==> config.mk <==
export PLATFORM = sky130hd
export DESIGN_NAME = lsu_mem_stage
export DESIGN_NICKNAME = d
export VERILOG_FILES = /design/src/rtl/lsu_pkg.sv /design/src/rtl/lsu_align.sv /design/src/rtl/lsu_mem_stage.sv
export SDC_FILE = /design/constraint.sdc
export NUM_CORES = 1
export LEC_CHECK = 0
export ABC_AREA = 1
export BUFFER_PORTS_ARGS = -buffer_cell sky130_fd_sc_hd__buf_4
export CAP_MARGIN = 20
export CORE_MARGIN = 1.5
export CORE_UTILIZATION = 45
export CTS_CLUSTER_DIAMETER = 50
export DETAILED_ROUTE_END_ITERATION = 8
export GPL_ROUTABILITY_DRIVEN = 1
export PLACE_DENSITY = 0.76
export SYNTH_ARGS = -nofsm -noshare
export SYNTH_HDL_FRONTEND = slang
export SYNTH_HIERARCHICAL = 1
export SYNTH_SLANG_ARGS = --single-unit
==> constraint.sdc <==
create_clock -name clk -period 4.5 [get_ports clk]
set_input_delay 0.45 -clock clk [delete_from_list [all_inputs] [get_ports clk]]
set_output_delay 0.45 -clock clk [all_outputs]
set_load 0.01 [all_outputs]
==> src/rtl/lsu_pkg.sv <==
// lsu_pkg -- shared definitions for the load/store memory stage.
//   lsu_state_e       : FSM state encoding (IDLE, REQ, WAIT, DONE)
//   F3_*              : Funct3 access size/sign codes
//   SZ_*              : decoded access size
//   TIMEOUT_CYCLES_DEFAULT : default bus-wait abort limit
//   access_size()     : Funct3 -> access size; unknown codes decode as word
package lsu_pkg;

    typedef enum logic [1:0] {
        ST_IDLE = 2'd0,
        ST_REQ  = 2'd1,
        ST_WAIT = 2'd2,
        ST_DONE = 2'd3
    } lsu_state_e;

    localparam logic [2:0] F3_B  = 3'b000;
    localparam logic [2:0] F3_H  = 3'b001;
    localparam logic [2:0] F3_W  = 3'b010;
    localparam logic [2:0] F3_BU = 3'b100;
    localparam logic [2:0] F3_HU = 3'b101;

    localparam logic [1:0] SZ_BYTE = 2'd0;
    localparam logic [1:0] SZ_HALF = 2'd1;
    localparam logic [1:0] SZ_WORD = 2'd2;

    localparam int TIMEOUT_CYCLES_DEFAULT = 255;

    function automatic logic [1:0] access_size(input logic [2:0] f3);
        case (f3)
            F3_B, F3_BU: return SZ_BYTE;
            F3_H, F3_HU: return SZ_HALF;
            default:     return SZ_WORD;
        endcase
    endfunction

endpackage

==> src/rtl/lsu_align.sv <==
// lsu_align -- combinational lane steering for the memory stage.
//   funct3      in  : access size/sign code
//   offset      in  : byte offset within the word (already size-aligned)
//   store_data  in  : right-justified store data
//   load_word   in  : raw 32-bit word returned by the bus
//   byte_en     out : byte enables for the store
//   store_lanes out : store data replicated across all lanes
//   load_data   out : selected lane, sign/zero extended
module lsu_align
    import lsu_pkg::*;
(
    input  logic [2:0]  funct3,
    input  logic [1:0]  offset,
    input  logic [31:0] store_data,
    input  logic [31:0] load_word,
    output logic [3:0]  byte_en,
    output logic [31:0] store_lanes,
    output logic [31:0] load_data
);

    logic [7:0]  rd_byte [4];
    logic [31:0] byte_rep;
    logic [31:0] half_rep;
    logic [7:0]  sel_byte;
    logic [15:0] sel_half;
    logic        sign_ext;

    genvar gi;
    generate
        for (gi = 0; gi < 4; gi++) begin : g_byte_lane
            assign rd_byte[gi]          = load_word[8*gi +: 8];
            assign byte_rep[8*gi +: 8]  = store_data[7:0];
        end
        for (gi = 0; gi < 2; gi++) begin : g_half_lane
            assign half_rep[16*gi +: 16] = store_data[15:0];
        end
    endgenerate

    // Funct3 bit 2 marks the unsigned load variants.
    assign sign_ext = ~funct3[2];
    assign sel_byte = rd_byte[offset];
    assign sel_half = offset[1] ? load_word[31:16] : load_word[15:0];

    always_comb begin
        byte_en     = 4'b1111;
        store_lanes = store_data;
        load_data   = load_word;
        case (access_size(funct3))
            SZ_BYTE: begin
                byte_en     = 4'b0001 << offset;
                store_lanes = byte_rep;
                load_data   = {{24{sign_ext & sel_byte[7]}}, sel_byte};
            end
            SZ_HALF: begin
                byte_en     = 4'b0011 << {offset[1], 1'b0};
                store_lanes = half_rep;
                load_data   = {{16{sign_ext & sel_half[15]}}, sel_half};
            end
            default: ;
        endcase
    end

endmodule

==> src/rtl/lsu_mem_stage.sv <==
// lsu_mem_stage -- MEM-stage load/store unit driving a req/gnt/rvalid bus.
//   clk, reset (async, active-high)
//   MemReadM/MemWriteM/Funct3M/ALUResultM/WriteDataM : access from EX/MEM
//   StallM      : holds upstream stages while an access is outstanding
//   ReadDataM   : registered, extended load result; LoadValidM pulses with it
//   dmem_*      : data bus (req/we/addr/wdata/be out, gnt/rvalid/rdata in)
//   MisalignM, TimeoutM : one-cycle error pulses
// Build option: define LSU_MISALIGN_TRAP_EN to trap misaligned half/word
// accesses instead of issuing them with the low address bits cleared.
module lsu_mem_stage
    import lsu_pkg::*;
#(
    parameter int TIMEOUT_CYCLES = TIMEOUT_CYCLES_DEFAULT
) (
    input  logic        clk,
    input  logic        reset,
    input  logic        MemReadM,
    input  logic        MemWriteM,
    input  logic [2:0]  Funct3M,
    input  logic [31:0] ALUResultM,
    input  logic [31:0] WriteDataM,
    output logic        StallM,
    output logic [31:0] ReadDataM,
    output logic        LoadValidM,
    output logic        dmem_req,
    output logic        dmem_we,
    output logic [31:0] dmem_addr,
    output logic [31:0] dmem_wdata,
    output logic [3:0]  dmem_be,
    input  logic        dmem_gnt,
    input  logic        dmem_rvalid,
    input  logic [31:0] dmem_rdata,
    output logic        MisalignM,
    output logic        TimeoutM
);

    localparam int            CW       = $clog2(TIMEOUT_CYCLES + 1);
    localparam logic [CW-1:0] CNT_LAST = CW'(TIMEOUT_CYCLES - 1);

    localparam logic [1:0] IDLE = ST_IDLE;
    localparam logic [1:0] REQ  = ST_REQ;
    localparam logic [1:0] WAIT = ST_WAIT;
    localparam logic [1:0] DONE = ST_DONE;

    logic [1:0]    state_reg, state_next;
    logic [CW-1:0] cnt_reg, cnt_next;
    logic [31:0]   addr_reg, wdata_reg, read_data_reg;
    logic [2:0]    f3_reg;
    logic          we_reg, load_valid_reg, timeout_reg;
    logic          access_req, trap_now, cnt_expired;
    logic [31:0]   eff_addr, wdata_calc, load_calc;
    logic [3:0]    be_calc;

    assign access_req = MemReadM | MemWriteM;
    // ">=" rather than "==": a grant on the last count moves into WAIT with
    // the counter one past the limit, which must still expire.
    assign cnt_expired = (cnt_reg >= CNT_LAST);

    // Size-aligned address; low bits that violate alignment are dropped.
    always_comb begin
        eff_addr = ALUResultM;
        case (access_size(Funct3M))
            SZ_HALF: eff_addr[0]   = 1'b0;
            SZ_WORD: eff_addr[1:0] = 2'b00;
            default: ;
        endcase
    end

`ifdef LSU_MISALIGN_TRAP_EN
    logic misalign_reg;
    // Misaligned exactly when alignment had to clear a set address bit.
    assign trap_now = access_req && (eff_addr[1:0] != ALUResultM[1:0]);

    always_ff @(posedge clk or posedge reset) begin
        if (reset) misalign_reg <= 1'b0;
        else       misalign_reg <= (state_reg == IDLE) && trap_now;
    end
    assign MisalignM = misalign_reg;
`else
    assign trap_now  = 1'b0;
    assign MisalignM = 1'b0;
`endif

    // Lane steering works from the latched access so bus fields stay stable.
    lsu_align u_align (
        .funct3      (f3_reg),
        .offset      (addr_reg[1:0]),
        .store_data  (wdata_reg),
        .load_word   (dmem_rdata),
        .byte_en     (be_calc),
        .store_lanes (wdata_calc),
        .load_data   (load_calc)
    );

    always_comb begin
        state_next = state_reg;
        cnt_next   = cnt_reg;
        case (state_reg)
            IDLE: if (access_req) begin
                state_next = trap_now ? DONE : REQ;
                cnt_next   = '0;
            end
            REQ: begin
                if (dmem_gnt) begin
                    state_next = we_reg ? DONE : WAIT;
                    cnt_next   = cnt_reg + CW'(1);
                end else if (cnt_expired) begin
                    state_next = DONE;
                end else begin
                    cnt_next = cnt_reg + CW'(1);
                end
            end
            WAIT: begin
                if (dmem_rvalid || cnt_expired) state_next = DONE;
                else                            cnt_next   = cnt_reg + CW'(1);
            end
            default: state_next = IDLE;
        endcase
    end

    always_ff @(posedge clk or posedge reset) begin
        if (reset) begin
            state_reg      <= IDLE;
            cnt_reg        <= '0;
            addr_reg       <= '0;
            wdata_reg      <= '0;
            f3_reg         <= '0;
            we_reg         <= 1'b0;
            read_data_reg  <= '0;
            load_valid_reg <= 1'b0;
            timeout_reg    <= 1'b0;
        end else begin
            state_reg      <= state_next;
            cnt_reg        <= cnt_next;
            load_valid_reg <= 1'b0;
            timeout_reg    <= 1'b0;
            case (state_reg)
                IDLE: if (access_req) begin
                    addr_reg  <= eff_addr;
                    wdata_reg <= WriteDataM;
                    f3_reg    <= Funct3M;
                    // Read+write together is a store.
                    we_reg    <= MemWriteM;
                    if (trap_now) begin
                        load_valid_reg <= ~MemWriteM;
                        read_data_reg  <= '0;
                    end
                end
                REQ: if (!dmem_gnt && cnt_expired) begin
                    timeout_reg    <= 1'b1;
                    load_valid_reg <= ~we_reg;
                    read_data_reg  <= '0;
                end
                WAIT: begin
                    if (dmem_rvalid) begin
                        read_data_reg  <= load_calc;
                        load_valid_reg <= 1'b1;
                    end else if (cnt_expired) begin
                        timeout_reg    <= 1'b1;
                        load_valid_reg <= 1'b1;
                        read_data_reg  <= '0;
                    end
                end
                default: ;
            endcase
        end
    end

    // Stall is forced low during reset so every output reads 0 at once.
    assign StallM = ~reset & (((state_reg == IDLE) & access_req) |
                              (state_reg == REQ) | (state_reg == WAIT));

    assign dmem_req   = (state_reg == REQ);
    assign dmem_we    = dmem_req & we_reg;
    assign dmem_be    = dmem_req ? be_calc : 4'b0000;
    assign dmem_addr  = {addr_reg[31:2], 2'b00};
    assign dmem_wdata = wdata_calc;
    assign ReadDataM  = read_data_reg;
    assign LoadValidM = load_valid_reg;
    assign TimeoutM   = timeout_reg;

endmodule
==> metrics, run 1 <==
H-tree levels=3; Leakage=4.68 nW; Yosys reg bits=112; RSZ-0062 raised after global routing=no; Via density=4.89; clk sinks=112; total CTS buffers=9; mapped cell area=6460 um^2; dominant cell type by area after synthesis=dfrtp_1; final antenna-violating net count=0; Ys Warns=6; worst-case clock buffer depth=2; first-pass GRT wire length=27,500 um; Area contributors post-synth=dfrtp_1 (43%), nand2_1 (25%), buf_4 (5.6%), nand3_1 (4.6%), inv_1 (3.9%); routed vias=5,983; grt total ovfl=0; slowest stage delay, CP=560 ps; # diodes=0; HP Class=in2async; # DRC=0; pins over their slew limit=0; I/O pin count=211; Post-Route WL=17,000 um; Post-CTS Setup Repair Bufs=0; GP Congestion=0.853; Multi-input gate area=2800 um^2; Critical Path RT=4050 ps; Fin Setup TNS=0 ps; peak supply drop=400 uV; Post-Synthesis Cells=900; DR iter-0 viols=387; crit path kind=reg2out; crit path max-delay cell type=nor2_4; share of layout cells above drive strength 1=24.6%; crit-path leading delay family=simple AND/OR/NAND/NOR gates; CTS resizes=0; Final min period=2650 ps; vias in the first global route=5,487; Reg area=2800 um^2; Final Skew=7.13 ps; row cnt=43; area grow syn2layout=24.0%; DIE AREA=15,100 um^2; Filler Cell Count=1,331; Worst-Margin Slew=1070 ps; maxcap violations=0; initial core utilization=46.4%; Yosys cell types=29; Worst-path clk slew=70 ps; critical path arrival=2200 ps; most frequent cells in the layout=nand2_1 (423), buf_4 (211), dfrtp_1 (112), inv_1 (66), nand3_1 (60); TritonRoute pass-1 iters=4; chip width=123 um; commonest non-fill, non-tap cell in the layout=nand2_1; clock latency on the worst-skew pair=350 ps; core area=13,900 um^2; Final #Nets=1,151; startpoint types=flop; Max FO, Critical Path=37; antenna violations before repair=0; Die H=123 um; Synth Area per Inst=7.18 um^2; CP Buf/Inv Count=4; cts hold-fix bufs=0; CTS tree=yes; status=completed; crit path cell chain=buf_4 > nor2_4 > inv_2 > nand2_4 > nand2_4 > nand2_1 > inv_1 > buf_4; sequential share of the synthesized area=43.4%; Final Setup Violations=0; Worst setup EP type=output port; CTS Root Cell=clkbuf_16; endpoints failing hold=0; post-synth top area share=43.4%; FMAX=377 MHz; power consumption=0.00556 W; Relative slew margins=29.0%; largest net degree at the start of global routing=89; wire length per cell=13.9 um; pwr/cell area=693 nW/um^2; dpl hpwl=12,200 um; fin crit share=58.9%; Port Buffer Count=207; All-Layer GR Usage=23.4%
cell usage after synthesis:
library cell  instances
a21oi_1               5
a22o_1                1
buf_2                12
buf_4                48
buf_6                 8
clkbuf_1             17
clkinv_1              1
conb_1                1
dfrtp_1             112
ha_1                  6
inv_1                68
inv_2                 2
inv_4                 2
inv_6                 1
inv_8                 1
nand2_1             424
nand2_2               6
nand2_4               6
nand3_1              60
nand3_2               3
nand3_4               4
nand4_1              34
nor2_1               50
nor2_2                1
nor2_4                2
o211ai_1              7
o21ai_0              16
or2_2                 1
xnor2_1               1
area by class of cell:
class                           instances  area share (%)
Clock buffer                           13            3.25
Sequential cell                       112            35.0
Tap cell                              180            2.81
Multi-Input combinational cell        630            34.9
Inverter                               75            3.76
Timing Repair Buffer                  212            20.1
Clock inverter                          2           0.187
metal layers:
layer / GRT usage (%) / part of all wire (%) / routed length (um) / vias to the layer above
li1: - / - / - / 3020
met1: 31.6 / 44 / 7530 / 2760
met2: 36.6 / 47 / 7960 / 190
met3: 5.90 / 7.6 / 1300 / 13
met4: 7.70 / 1.4 / 231 / 0
met5: 0 / 0 / 0 / -
report_power, final:
group / internal [W] / switching (W) / total (W)
sequential: 0.00145 / 0.000338 / 0.00179
combinational: 0.00119 / 0.00181 / 0.00300
clock: 0.000404 / 0.000363 / 0.000767
total: 0.00305 / 0.00251 / 0.00556
path summary, 6_finish.rpt:
check,from,to,slack [ps],cells past startpoint
max reg2reg,f3_reg[1]$_DFFE_PP0P_,ReadDataM[30]$_DFFE_PP0P_,2350,8
min reg2reg,ReadDataM[4]$_DFFE_PP0P_,ReadDataM[4]$_DFFE_PP0P_,480,2
max in group asynchronous,reset,cnt_reg[2]$_DFFE_PP0P_,3340,4
min,reset,addr_reg[5]$_DFFE_PP0P_,150,2
max,f3_reg[1]$_DFFE_PP0P_,dmem_be[0],1850,8
min in group clk,ALUResultM[14],addr_reg[14]$_DFFE_PP0P_,280,3
worst reg2reg max path: stages (launching register included):
cell     delay [ps]
dfrtp_1         370
buf_4           270
nor2_4          560
nand3_4         340
nand3_1         160
inv_1            60
nor2_1          110
nand4_1         140
nand2_1          90
kinds of logic (layout without fill, tap and decap cells):
group	count (synthesis)	count (layout)	share of synthesized area, %
AOI/OAI and AO/OA	29	29	2.58
xor gates and xnor gates	1	1	0.136
adders and majority gates	6	6	1.16
buffers and inverters	160	302	13.5
DFF	112	112	43.4
other	1	3	0.0580
and+or+nand+nor	591	591	39.2
through the flow:
stage | setup WS (ps) | hold WS, ps | instances | cell area [um^2] | utilization [%]
2_1_floorplan | 1090 | 449 | 902 | 6470 | -
3_3_place_gp | 2290 | 459 | 1208 | 7710 | 55.3
3_5_place_dp | 2250 | 461 | 1208 | 7710 | 55.3
4_1_cts | 1860 | 270 | 1223 | 7990 | 57.3
5_1_grt | 1720 | 184 | 1224 | 8010 | 57.5
6_report | 1850 | 150 | 1224 | 8010 | 57.5
(Power assumes the default switching activity.)
==> run 2: changes to the inputs <==
- ABC_AREA: 1 -> 0
- clock period: 4.5 -> 2.5 ns (I/O delays scaled with it)
==> run 2 against run 1 <==
  * Core utilization is 1.0 points higher
  * Critical path depth is 4 lower
  * Design area is 1.4% higher
  * Via count is 17% lower
  * Sequential power is 85% higher
  * Critical path type unchanged
  * Largest cell class is now multi-input gates
==> metrics, run 2 <==
CP Buf/Inv Count=1; Worst R2R Setup Slack=250 ps; Post-synth EDFFs=0; CTS Root Cell=clkbuf_16; FMAX=434 MHz; FFs w/ async S/R, synth=100%; crit path from=f3_reg[0]$_DFFE_PP0P_; peak supply drop=712 uV; Worst R2R Start=f3_reg[1]$_DFFE_PP0P_; Final Skew=6.42 ps; Worst-Margin Slew=1070 ps; Final Setup Violations=0; Port Buffer Count=207; startpoint types=flop; crit path cell chain=nor2b_1 > o21bai_1 > and2_1 > buf_4; Hold WS=121 ps; Filler Cell Count=1,176; fin crit share=92.3%; Leakage=4.09 nW; CTS tree=yes; Ys Warns=6; chip width=122 um; Via density=5.46; commonest non-fill, non-tap cell in the layout=buf_4; HP Class=in2reg; pwr/cell area=1330 nW/um^2; TritonRoute pass-1 iters=4; # diodes=0; slowest stage delay, CP=610 ps; Area contributors post-synth=dfrtp_1 (44%), mux2_2 (15%), mux2_4 (7.3%), buf_4 (4.9%), and3_1 (3.2%); Post-Route WL=16,500 um; Cells after DPL=890; Die H=122 um; final antenna-violating net count=0; core area=13,900 um^2; routed vias=4,956; area grow syn2layout=26.8%; maxcap violations=0; wire length per cell=18.2 um; Primary FF master, synth=dfrtp_1; pins over their slew limit=0; cells on worst reg2reg path=5; endpoints failing hold=0; dpl hpwl=12,100 um; Relative slew margins=28.7%; most frequent cells in the layout=buf_4 (216), dfrtp_1 (111), mux2_2 (85), a21oi_1 (36), and3_1 (33); crit-path leading delay family=flip-flops; I/O pin count=211; Final min period=2310 ps; clock latency on the worst-skew pair=350 ps; DR iter-0 viols=411; switching share of power=39.0%; share of layout cells above drive strength 1=49.9%; status=completed; GP Congestion=0.856; total CTS buffers=9; Non-Filler Instances=907; vias in the first global route=5,113; dominant cell type by area after synthesis=dfrtp_1; clock power share=12.9%; first-pass GRT wire length=25,800 um; Int Power=0.00658 W; Comb pwr share=56.4%; Worst-path clk slew=80 ps; grt total ovfl=0; RSZ-0062 raised after global routing=no; initial core utilization=46.2%; Crit path depth=4; synth cell count leaders=dfrtp_1 (112), mux2_2 (85), buf_4 (42); crit path max-delay cell type=dfrtp_1; count leader, synth=dfrtp_1; worst-case clock buffer depth=2; crit path kind=reg2out; All-Layer GR Usage=22.1%; critical path arrival=2060 ps; power consumption=0.0108 W; WHS Path Cells=2; Final #Nets=833; Max FO, Critical Path=8; DIE AREA=15,000 um^2; sequential power share=30.6%; largest net degree at the start of global routing=62; Fin Setup TNS=0 ps; Yosys reg bits=112; Yosys cell types=53; antenna violations before repair=0; setup slack after layout=194 ps; Post-Synthesis Cells=567; Setup Slack @ Placement=331 ps; Synth Area per Inst=11.3 um^2; clk sinks=112; hold_sp=WriteDataM[24]; mapped cell area=6410 um^2; row cnt=43; # DRC=0; sequential share of the synthesized area=43.7%; Switching Power=0.00422 W; Critical Path RT=2250 ps; post-synth top area share=43.7%; Worst setup EP type=output port; H-tree levels=3
[run 2: final timing paths]
check                                             to
setup reg to reg           ReadDataM[21]$_DFFE_PP0P_
hold / removal             wdata_reg[24]$_DFFE_PP0P_
max in group asynchronous      f3_reg[1]$_DFFE_PP0P_
setup / recovery                          dmem_be[0]
hold reg to reg            wdata_reg[18]$_DFFE_PP0P_
min in group asynchronous     cnt_reg[0]$_DFFE_PP0P_
[run 2: per-stage QoR]
step | instance area [um^2] | utilization, %
3_5_place_dp | 7830 | 56.4
6_report | 8130 | 58.5
2_1_floorplan | 6420 | -
5_1_grt | 8130 | 58.5
3_3_place_gp | 7830 | 56.4
4_1_cts | 8120 | 58.5
[run 2: timing repair]
action,4_1_cts,5_1_grt
setup buffers,0,0
hold buffers,1,0
endpoints found under the setup margin,0,4
gates resized for setup,0,1
endpoints found under the hold margin,25,0
[run 2: layout make-up]
| class | instances | area, um^2 | area share (%) |
|---|---|---|---|
| Clock buffer | 11 | 243 | 2.99 |
| Multi-Input combinational cell | 372 | 3090 | 38.1 |
| Tap cell | 180 | 225 | 2.77 |
| Inverter | 7 | 30.0 | 0.370 |
| Timing Repair Buffer | 220 | 1690 | 20.8 |
| Sequential cell | 112 | 2800 | 34.5 |
| Clock inverter | 5 | 40.0 | 0.493 |
[run 2: power groups by stage]
| stage | sequential, W | clock [W] | combinational, W |
|---|---|---|---|
| final | 0.00331 | 0.00140 | 0.00609 |
| after global routing | 0.00342 | 0.00150 | 0.00655 |
| after CTS | 0.00331 | 0.00144 | 0.00611 |
| after detailed placement | 0.00333 | 0 | 0.00609 |
| after global placement | 0.00327 | 0 | 0.00592 |
| after floorplan | 0.00314 | 0 | 0.00440 |
[run 2: cells by family (layout without fill, tap and decap cells)]
kind of cell               Yosys count  count (layout)  share of synthesized area (%)
AOI/OAI and AO/OA                   90              90                           8.94
adders and majority gates            6               6                           1.17
buffers and inverters               85             243                           8.36
DFF                                112             112                           43.7
muxes                              134             134                           25.2
other                                1               3                         0.0585
and+or+nand+nor                    139             139                           12.5
[run 2: metal layers]
metal  global-route usage [%]  vias to the layer above  wire length, um
met5                        0                        -                0
met4                     8.50                        0              342
met3                     4.88                       28             1130
met2                     39.6                      187             8590
met1                     25.7                     2456             6440
li1                         -                     2285                -
==> run 3: changes to the inputs <==
- PLACE_DENSITY: 0.76 -> 0.78
- SYNTH_HIERARCHICAL: 1 -> default
==> run 3 against run 2 <==
  * Non-clock buffer count increased by 1
  * Critical path type unchanged
  * Global-route usage increased by 0.96 points
  * Flip-flop and latch count did not move
  * Cell count shrank 5.8%
==> metrics, run 3 <==
Filler Cell Count=1,071; startpoint types=flop; clk sinks=112; core area=12,600 um^2; Via density=5.50; Worst-Margin Slew=825 ps; Reg area=2800 um^2; GP Congestion=0.915; Area contributors post-synth=dfrtp_1 (49%), mux2_2 (15%), buf_4 (5.4%), o2bb2ai_1 (4.7%), nand2_1 (4.0%); # diodes=0; Port Buffer Count=207; mapped cell area=5750 um^2; XOR/XNOR Fraction of Synth Area=0%; Multi-input gate area=2480 um^2; Post-Route WL=15,200 um; Worst-path clk slew=70 ps; FMAX=437 MHz; sequential share of the synthesized area=48.7%; total CTS buffers=9; clock latency on the worst-skew pair=350 ps; Non-Filler Instances=854; wire length per cell=17.8 um; CTS Root Cell=clkbuf_16; DIE AREA=13,500 um^2; share of layout cells above drive strength 1=47.4%; row cnt=41; Max FO, Critical Path=27; status=completed; synth cell count leaders=dfrtp_1 (112), mux2_2 (75), nand2_1 (61); initial core utilization=45.8%; Post-synth EDFFs=0; peak supply drop=706 uV; Relative slew margins=44.9%; Yosys reg bits=112; multiplexer share of the synthesized area=19.2%; most frequent cells in the layout=buf_4 (218), dfrtp_1 (112), mux2_2 (75), nand2_1 (61), o2bb2ai_1 (31); FFs w/ async S/R, synth=100%; Yosys cell types=41; dominant cell type by area after synthesis=dfrtp_1; chip width=116 um; critical path arrival=2040 ps; TritonRoute pass-1 iters=5; area grow syn2layout=31.1%; final antenna-violating net count=0; # DRC=0; DR iter-0 viols=326; endpoints failing hold=0; Die H=116 um; Synth Area per Inst=11.1 um^2; CTS resizes=0; Compound-Gate Fraction of Synth Area=13.5%; first-pass GRT wire length=23,900 um; grt total ovfl=0; I/O pin count=211; Final #Nets=789; largest net degree at the start of global routing=41; cells on worst reg2reg path=7; fin crit share=91.4%; post-synth top area share=48.7%; Leakage=3.60 nW; pwr/cell area=1340 nW/um^2; antenna violations before repair=0; Final Skew=8.25 ps; Post-Synthesis Cells=516; Ys Warns=0; Critical Path RT=2250 ps; power consumption=0.0101 W; Adder-Cell Fraction of Synth Area=1.31%; All-Layer GR Usage=23.1%; vias in the first global route=4,748; pins over their slew limit=0; commonest non-fill, non-tap cell in the layout=buf_4; routed vias=4,700; RSZ-0062 raised after global routing=no; maxcap violations=0; H-tree levels=3; Hold WS=68.9 ps; count leader, synth=dfrtp_1; Post-CTS Setup Repair Bufs=0; Post-Synth Simple-Gate Area=8.72%; crit path kind=reg2out; Worst setup EP type=output port; Final min period=2290 ps; Final Setup Violations=0; Fin Setup TNS=0 ps; largest family of logic cells by synthesized area=multiplexers; CTS tree=yes; dpl hpwl=11,300 um; Primary FF master, synth=dfrtp_1; HP Class=in2async; worst-case clock buffer depth=2; Cells after DPL=839; cts hold-fix bufs=0
## run 3: cell count changes in the layout (fill, tap and decap cells not counted), moves of 9 or more
| cell | before | now |
|---|---|---|
| mux2_4 | 31 | 0 |
| nor2_1 | 17 | 30 |
| nand2_1 | 26 | 61 |
| mux2_2 | 85 | 75 |
| o2bb2ai_1 | 1 | 31 |
| and3_1 | 33 | 5 |
| o221ai_1 | 0 | 11 |
| nor2b_1 | 12 | 2 |
| a21oi_1 | 36 | 12 |
| nand3_1 | 14 | 4 |
| o211ai_1 | 9 | 0 |
## run 3: cells by family (layout without fill, tap and decap cells)
logic type,Yosys count,in the layout
other cells,1,3
simple gates,116,116
fa+ha+maj,6,6
mux,92,92
flops,112,112
compound gates,104,104
buf+inv,85,249
## run 3: cell type report
| class | count | area share (%) |
|---|---|---|
| clock buffer | 12 | 3.27 |
| clock inverter | 3 | 0.564 |
| inverter | 13 | 0.697 |
| multi-input combinational | 321 | 32.9 |
| sequential | 112 | 37.2 |
| tap | 172 | 2.86 |
| timing repair buffer | 221 | 22.5 |
## run 3: through the flow
step / setup slack, ps / area, um^2 / utilization [%]
CTS: 196 / 7540 / 60.0
detailed placement: 400 / 7250 / 57.7
floorplan: 644 / 5760 / -
global placement: 507 / 7250 / 57.7
global route: 107 / 7540 / 60.0
finish: 214 / 7540 / 60.0
## run 3: worst paths after layout
check / start / end / slack, ps
max: f3_reg[1]$_DFFE_PP0P_ / dmem_wdata[8] / 210
min: reset / we_reg$_DFFE_PP0P_ / 70
max reg2reg: state_reg[1]$_DFFE_PP0P_ / cnt_reg[6]$_DFFE_PP0P_ / 370
min reg2reg: we_reg$_DFFE_PP0P_ / we_reg$_DFFE_PP0P_ / 490
max in group asynchronous: reset / wdata_reg[31]$_DFFE_PP0P_ / 1760
min in group clk: ALUResultM[21] / addr_reg[21]$_DFFE_PP0P_ / 130
## run 3: worst max-delay path, cell delays in order, from the launching register on
cell and delay [ps]:
dfrtp_1 400, clkinv_1 50, buf_4 260, nand2_1 500, nand2_1 230, nand2_1 90
buf_4 150
## run 3: power breakdown
group          leakage, nW  internal [W]  switching, W
clock                0.139      0.000799      0.000634
combinational         2.06       0.00276       0.00263
sequential            1.40       0.00264      0.000607
total                 3.60       0.00620       0.00388
## run 3: layer usage
metal	vias up	GRT usage (%)	wire length, um	part of all wire (%)
met5	-	0	0	0
met1	2322	28.0	5910	39
met3	25	5.18	1200	7.9
met2	220	39.4	7730	51
li1	2133	-	-	-
met4	0	10.4	393	2.6
